--- src/rtl/ctl_reg_commit_sequencer.sv ---
// Debounces a software control word, offers it downstream over valid/ready,
// and turns a committed arm bit into a single start pulse on the next sync.
module ctl_reg_commit_sequencer #(
   parameter int STABLE_CYCLES = 4,
   parameter int CNT_W         = 16
) (
   input  logic              user_clk,
   input  logic              user_rst,
   input  logic [31:0]       ctl_word,
   input  logic              sync_in,
   input  logic              cfg_ready,
   output logic              cfg_valid,
   output logic              cfg_enable,
   output logic [7:0]        cfg_port,
   output logic [15:0]       cfg_len,
   output logic              armed,
   output logic              start_pulse,
   output logic [CNT_W-1:0]  commit_cnt,
   output logic              len_err
);

   localparam int SW = (STABLE_CYCLES < 2) ? 1 : $clog2(STABLE_CYCLES + 1);

   typedef enum logic [1:0] {IDLE, SETTLE, COMMIT} state_t;

   state_t            state_q, state_d;
   logic [31:0]       ctl_q;
   logic [31:0]       commit_q, commit_d;
   logic [31:0]       shadow_q, shadow_d;
   logic [SW-1:0]     stable_q, stable_d;
   logic              cfg_enable_q, cfg_enable_d;
   logic [7:0]        cfg_port_q, cfg_port_d;
   logic [15:0]       cfg_len_q, cfg_len_d;
   logic              armed_q, armed_d;
   logic              start_q, start_d;
   logic [CNT_W-1:0]  cnt_q, cnt_d;
   logic              len_err_q, len_err_d;
   logic              chg;
   logic              accept;

   assign chg    = (ctl_word != ctl_q);
   assign accept = (state_q == COMMIT) && cfg_ready;

   always_comb begin
      state_d      = state_q;
      commit_d     = commit_q;
      shadow_d     = shadow_q;
      stable_d     = stable_q;
      cfg_enable_d = cfg_enable_q;
      cfg_port_d   = cfg_port_q;
      cfg_len_d    = cfg_len_q;
      cnt_d        = cnt_q;
      len_err_d    = len_err_q;
      case (state_q)
         IDLE: begin
            if (ctl_word != commit_q) begin
               state_d  = SETTLE;
               stable_d = SW'(1);
            end
         end
         SETTLE: begin
            // Any change restarts the stability window; a settled word is
            // dropped if it reverted, absorbed if its length is zero.
            if (chg) begin
               stable_d = SW'(1);
            end else if (stable_q == SW'(STABLE_CYCLES)) begin
               if (ctl_q == commit_q) begin
                  state_d = IDLE;
               end else if (ctl_q[31:16] == 16'h0000) begin
                  len_err_d = 1'b1;
                  commit_d  = ctl_q;
                  state_d   = IDLE;
               end else begin
                  shadow_d = ctl_q;
                  state_d  = COMMIT;
               end
            end else begin
               stable_d = stable_q + 1'b1;
            end
         end
         COMMIT: begin
            if (cfg_ready) begin
               commit_d     = shadow_q;
               cfg_enable_d = shadow_q[0];
               cfg_port_d   = shadow_q[15:8];
               cfg_len_d    = shadow_q[31:16];
               cnt_d        = cnt_q + 1'b1;
               state_d      = IDLE;
            end
         end
         default: state_d = IDLE;
      endcase
   end

   // Arm follows edges of the committed arm bit; only an already-armed sync fires.
   always_comb begin
      armed_d = armed_q;
      start_d = 1'b0;
      if (armed_q && sync_in) begin
         start_d = 1'b1;
         armed_d = 1'b0;
      end
      if (accept && shadow_q[1] && !commit_q[1]) begin
         armed_d = 1'b1;
      end else if (accept && !shadow_q[1] && commit_q[1]) begin
         armed_d = 1'b0;
      end
   end

   always_ff @(posedge user_clk) begin
      if (user_rst) begin
         state_q      <= IDLE;
         ctl_q        <= '0;
         commit_q     <= '0;
         shadow_q     <= '0;
         stable_q     <= '0;
         cfg_enable_q <= 1'b0;
         cfg_port_q   <= '0;
         cfg_len_q    <= '0;
         armed_q      <= 1'b0;
         start_q      <= 1'b0;
         cnt_q        <= '0;
         len_err_q    <= 1'b0;
      end else begin
         state_q      <= state_d;
         ctl_q        <= ctl_word;
         commit_q     <= commit_d;
         shadow_q     <= shadow_d;
         stable_q     <= stable_d;
         cfg_enable_q <= cfg_enable_d;
         cfg_port_q   <= cfg_port_d;
         cfg_len_q    <= cfg_len_d;
         armed_q      <= armed_d;
         start_q      <= start_d;
         cnt_q        <= cnt_d;
         len_err_q    <= len_err_d;
      end
   end

   assign cfg_valid   = (state_q == COMMIT);
   assign cfg_enable  = cfg_enable_q;
   assign cfg_port    = cfg_port_q;
   assign cfg_len     = cfg_len_q;
   assign armed       = armed_q;
   assign start_pulse = start_q;
   assign commit_cnt  = cnt_q;
   assign len_err     = len_err_q;

endmodule
--- config.mk ---
export PLATFORM = sky130hd
export DESIGN_NAME = ctl_reg_commit_sequencer
export DESIGN_NICKNAME = d
export VERILOG_FILES = /design/src/rtl/ctl_reg_commit_sequencer.sv
export SDC_FILE = /design/constraint.sdc
export NUM_CORES = 1
export LEC_CHECK = 0
export ABC_AREA = 0
export CAP_MARGIN = 20
export CORE_MARGIN = 3
export CORE_UTILIZATION = 50
export CTS_CLUSTER_DIAMETER = 60
export DETAILED_ROUTE_END_ITERATION = 7
export DONT_BUFFER_PORTS = 1
export PLACE_DENSITY = 0.76
export SKIP_CTS_REPAIR_TIMING = 1
export SLEW_MARGIN = 20
export SYNTH_ARGS = -nofsm -noshare
export SYNTH_HDL_FRONTEND = slang
export SYNTH_SLANG_ARGS = --single-unit
--- constraint.sdc ---
create_clock -name user_clk -period 2.5 [get_ports user_clk]
set_input_delay 0.375 -clock user_clk [delete_from_list [all_inputs] [get_ports user_clk]]
set_output_delay 0.375 -clock user_clk [all_outputs]
set_load 0.02 [all_outputs]
Word-level counts from Yosys, hierarchy flattened
Cells that the tools add are included.
{ "totals": {"in_bits": 36, "regBits": 145, "wordCells": 70} }
{ "classes": {"reduce_logical": 19, "eq_ne": 13, "n_mux": 21, "addsub": 2, "bitwise": 3} }
{ "ops": {"columns": ["cell", "n"], "rows": [
  ["32-bit two-way mux", 5],
  ["32-bit != test", 2],
  ["32-bit case mux with 2 select lines", 1],
  ["32-bit equality test", 1],
  ["16-bit by 1-bit adder with 16-bit output (second input constant)", 1],
  ["16-bit logical NOT", 1],
  ["2-bit two-way mux", 6],
  ["2-bit != test (second input constant)", 6],
  ["5-bit AND reduction", 2],
  ["3-bit two-way mux", 3],
  ["1-bit logical AND", 6],
  ["2-bit case mux with 3 select lines", 1],
  ["3-bit case mux with 2 select lines", 1],
  ["6-bit AND reduction", 1],
  ["1-bit two-way mux", 4],
  ["4-bit AND reduction", 1],
  ["2-bit nonzero test", 2],
  ["3-bit by 1-bit adder with 3-bit output (second input constant)", 1],
  ["3-bit equality test (second input constant)", 1],
  ["3-bit != test (second input constant)", 1],
  ["1-bit inverter", 3],
  ["3-bit AND reduction", 1],
  ["3-bit nonzero test", 1],
  ["2-bit by 1-bit equality test with 1-bit output (second input constant)", 1],
  ["4 further kinds", 5]
]} }

Longest topological paths before layout
{ "logic_depth": {"ltp_word": 6, "mapped_depth": 8} }

Worst setup path after synthesis
Ideal clock, no wire load.
{ "synth_path": {"path_kind": "reg2reg", "from": "register ctl_q[12]", "to": "register commit_q[10]", "stages_incl_launch_ff": 8, "arrival_ns": 1.924, "synth_period_minus_slack_ns": 2.045, "t_required_ns": 2.379, "path_buffers": 1, "setup_slack_ns": 0.455, "cell_sequence": "dfxtp_1 xnor2_1 nand4_1 nor4_2 a21oi_2 o211ai_4 buf_8 mux2_4"} }
{ "synth_between": {"elab_chain_len": 3} }
{ "synth_rtl": {"columns": ["item", "line", "rtl"], "rows": [
  ["from (decl)", "27", "logic [31:0] ctl_q;"],
  ["from (signal assigned)", "126", "ctl_q <= ctl_word;"],
  ["32-bit equality test / 32-bit != test (equally long branches)", "67, 41", null],
  ["2-bit != test (no line)", null, null],
  ["6-bit AND reduction (no line) *", null, null],
  ["to (signal assigned)", "127", "commit_q <= commit_d;"],
  ["to (decl)", "28", "logic [31:0] commit_q, commit_d;"]
]} }
Every way passes the cells marked *; elsewhere a longest branch is shown, timed or not.
A chain may end at the register's enable or synchronous reset.

Worst setup path in the final report
{ "layout_path": {"from": "register commit_q[16]", "to": "register commit_q[4]"} }
{ "layout_between": {"elab_chain_len": 3} }
{ "layout_rtl": {"columns": ["item", "line", "rtl"], "rows": [
  ["32-bit equality test", "67", "if (ctl_q == commit_q) begin"],
  ["2-bit != test (no line)", null, null],
  ["6-bit AND reduction (no line)", null, null]
]} }
Every way passes these cells.

==> metrics <==
outcome finished, final reports clean; H-tree depth 4; DPL Wire Length 11.84 mm; Reg clk slew, reported paths 0.06 ns; met2 WL 8.208 mm; register area share after synthesis 0.4426; Max Root-Sink Buffers 2; chip height 120.5 um; PD cells 693.5 nW/um^2; Lkg Pwr 2.824 nW; final instance area 7410 sq um; GPL Wtd Cong 0.9406; Post-Place Cells 873; DR WL met3 1.254 mm; CP required 2.80 ns; area of the multi-input gates 3486 sq um; final hold vios 0; Initial Utilization 0.5155; Slew @ Worst Pin 0.9703 ns; DR vias 5065; mapped cell area 6559 sq um; Pwr Total 5.139 mW; WS Path Type register to register; dpl cell area 6789 sq um; Setup WS post-layout 0.07055 ns; Total GRT Usage 0.2378; max layer used met4; Final nets 759; die area 14530 sq um; total area of sequential cells 2903 sq um; slew margin rel. 0.3517; Max FO, Critical Path 13; # fillers 1141; Ant. Diodes 0; Detailed Route Iter0 Violations 337; P&R area growth vs syn 12.97%; Post-route DRC 0; commonest cells after routing, fill and taps aside 145 x dfxtp_1, 70 x xor2_1, 62 x a21oi_1; Yosys Warn Count 0; share of post-route cells with drive strength above 1 0.1023; Max Cap Violations 0; # rows 41; number of global-route vias before repair 5157; #FFs+latches synth 145; initial antenna violation count 0; Clock Sinks 145; worst skew pair latency 0.42 ns; Die W 120.5 um; setup TNS 0 ns; root buf cell clkbuf_16; Worst EP arrival 2.73 ns; Total Wirelength 16.78 mm; Syn Inst Count 726; first-pass GRT wire length 26.91 mm; total core area 12720 sq um; most common cell after layout, fill and taps aside dfxtp_1; RSZ-0062 raised after global routing no; dpl ws 0.1084 ns; wl on met1 6.890 mm; Final Instance Count excl. Fillers 905; synth unique cells 45; final setup fails 0; Inserted Clock Buffers 17; Final min period 2.429 ns; Worst Hold Class input port to register; Post-DRT Antenna Nets 0; Peak VDD IR 0.4272 mV; TritonCTS clock tree done; 1st-pass router iterations 7; Peak Freq 411.6 MHz; mean number of vias per cell 5.597; crit path capture type register; largest net degree at the start of global routing 180; Port Buf Inserts 0; Pins Over Slew Limit 0; Setup Skew 0.01096 ns; critical path launch point type register; Period Utilization, post-route 0.9718; total gr overflow 0; WL/cell 18.54 um; syn avg cell area 9.034 sq um; # IOs 81; syn nets 765
==> metal layers <==
| metal | vias up | global-route usage |
|---|---|---|
| met2 | 166 | 0.3936 |
| li1 | 2472 | - |
| met4 | 0 | 0.09490 |
| met3 | 31 | 0.07577 |
| met1 | 2396 | 0.2871 |
| met5 | - | 0 |
==> final cells by class <==
cell class	instances	share of cell area
inverters	4	0.002026
multi-input cells	535	0.4704
flip-flops and latches	145	0.3918
well taps	172	0.02904
clock inverters	12	0.02111
clock buffers	20	0.06163
repair buffers	17	0.02398
==> power by group <==
group	internal [mW]	switching [mW]
combinational	0.0899	0.0787
clock	1.62	0.959
sequential	2.34	0.0453
total	4.06	1.08
==> registers in the layout (all words and copies together), names as in the netlist <==
register / count
ctl_q: 32
start_pulse: 1
commit_cnt: 16
stable_q: 3
cfg_enable: 1
state_q: 2
len_err: 1
cfg_len: 16
cfg_port: 8
commit_q: 32
armed: 1
shadow_q: 32
==> cell usage after synthesis (all sizes together) <==
cell,instances,share of area
a211oi,2,0.0023
a21o,1,0.0011
a21oi,64,0.049
a41oi,1,0.0013
and3,4,0.0038
and3b,1,0.0013
and4,2,0.0027
buf,7,0.0065
clkbuf,35,0.020
dfxtp,145,0.44
ha,3,0.0057
inv,4,0.0023
mux2,16,0.033
mux2i,18,0.027
nand2,60,0.034
nand2b,22,0.021
nand3,38,0.029
nand3b,1,0.0011
nand4,17,0.016
nand4b,1,0.0013
nor2,38,0.022
nor2b,51,0.049
nor3,4,0.0031
nor4,21,0.022
o2111ai,1,0.0013
o211a,1,0.0015
o211ai,1,0.0032
o21a,1,0.0011
o21ai,37,0.029
o22ai,15,0.014
o2bb2ai,1,0.0013
or2,2,0.0019
or3,1,0.00095
xnor2,40,0.053
xor2,70,0.093
==> critical path: stages, from the launching register on <==
cell and delay, ns:
dfxtp_1 0.36, xnor2_1 0.36, nand4_1 0.22, nor4_2 0.42, a21oi_2 0.15, o211ai_4 0.27
buf_12 0.20, mux2_2 0.34
==> cells by family (layout without fill, tap and decap cells) <==
group	count (synthesis)	count (layout)	synth area share
AOI/OAI and AO/OA	125	125	0.1059
xor gates and xnor gates	110	110	0.1469
adders and majority gates	3	3	0.005724
buffers and inverters	46	53	0.02881
DFF	145	145	0.4426
muxes	34	34	0.06066
and+or+nand+nor	263	263	0.2095
==> through the flow <==
step	util	hold WS, ns
global placement	0.5336	0.4541
detailed placement	0.5336	0.4616
global route	0.5824	0.02332
floorplan	-	0.4408
CTS	0.5818	0.03082
finish	0.5824	0.04653
==> worst paths after layout <==
path              depth (start not counted)         start  slack [ns]     endpoint
setup / recovery                          7  commit_q[16]        0.07  commit_q[4]
hold / removal                            1      user_rst        0.05     ctl_q[0]
setup reg to reg                          7  commit_q[16]        0.07  commit_q[4]
hold reg to reg                           2   shadow_q[0]        0.47   cfg_enable
Power figures use the tool's default switching activity.
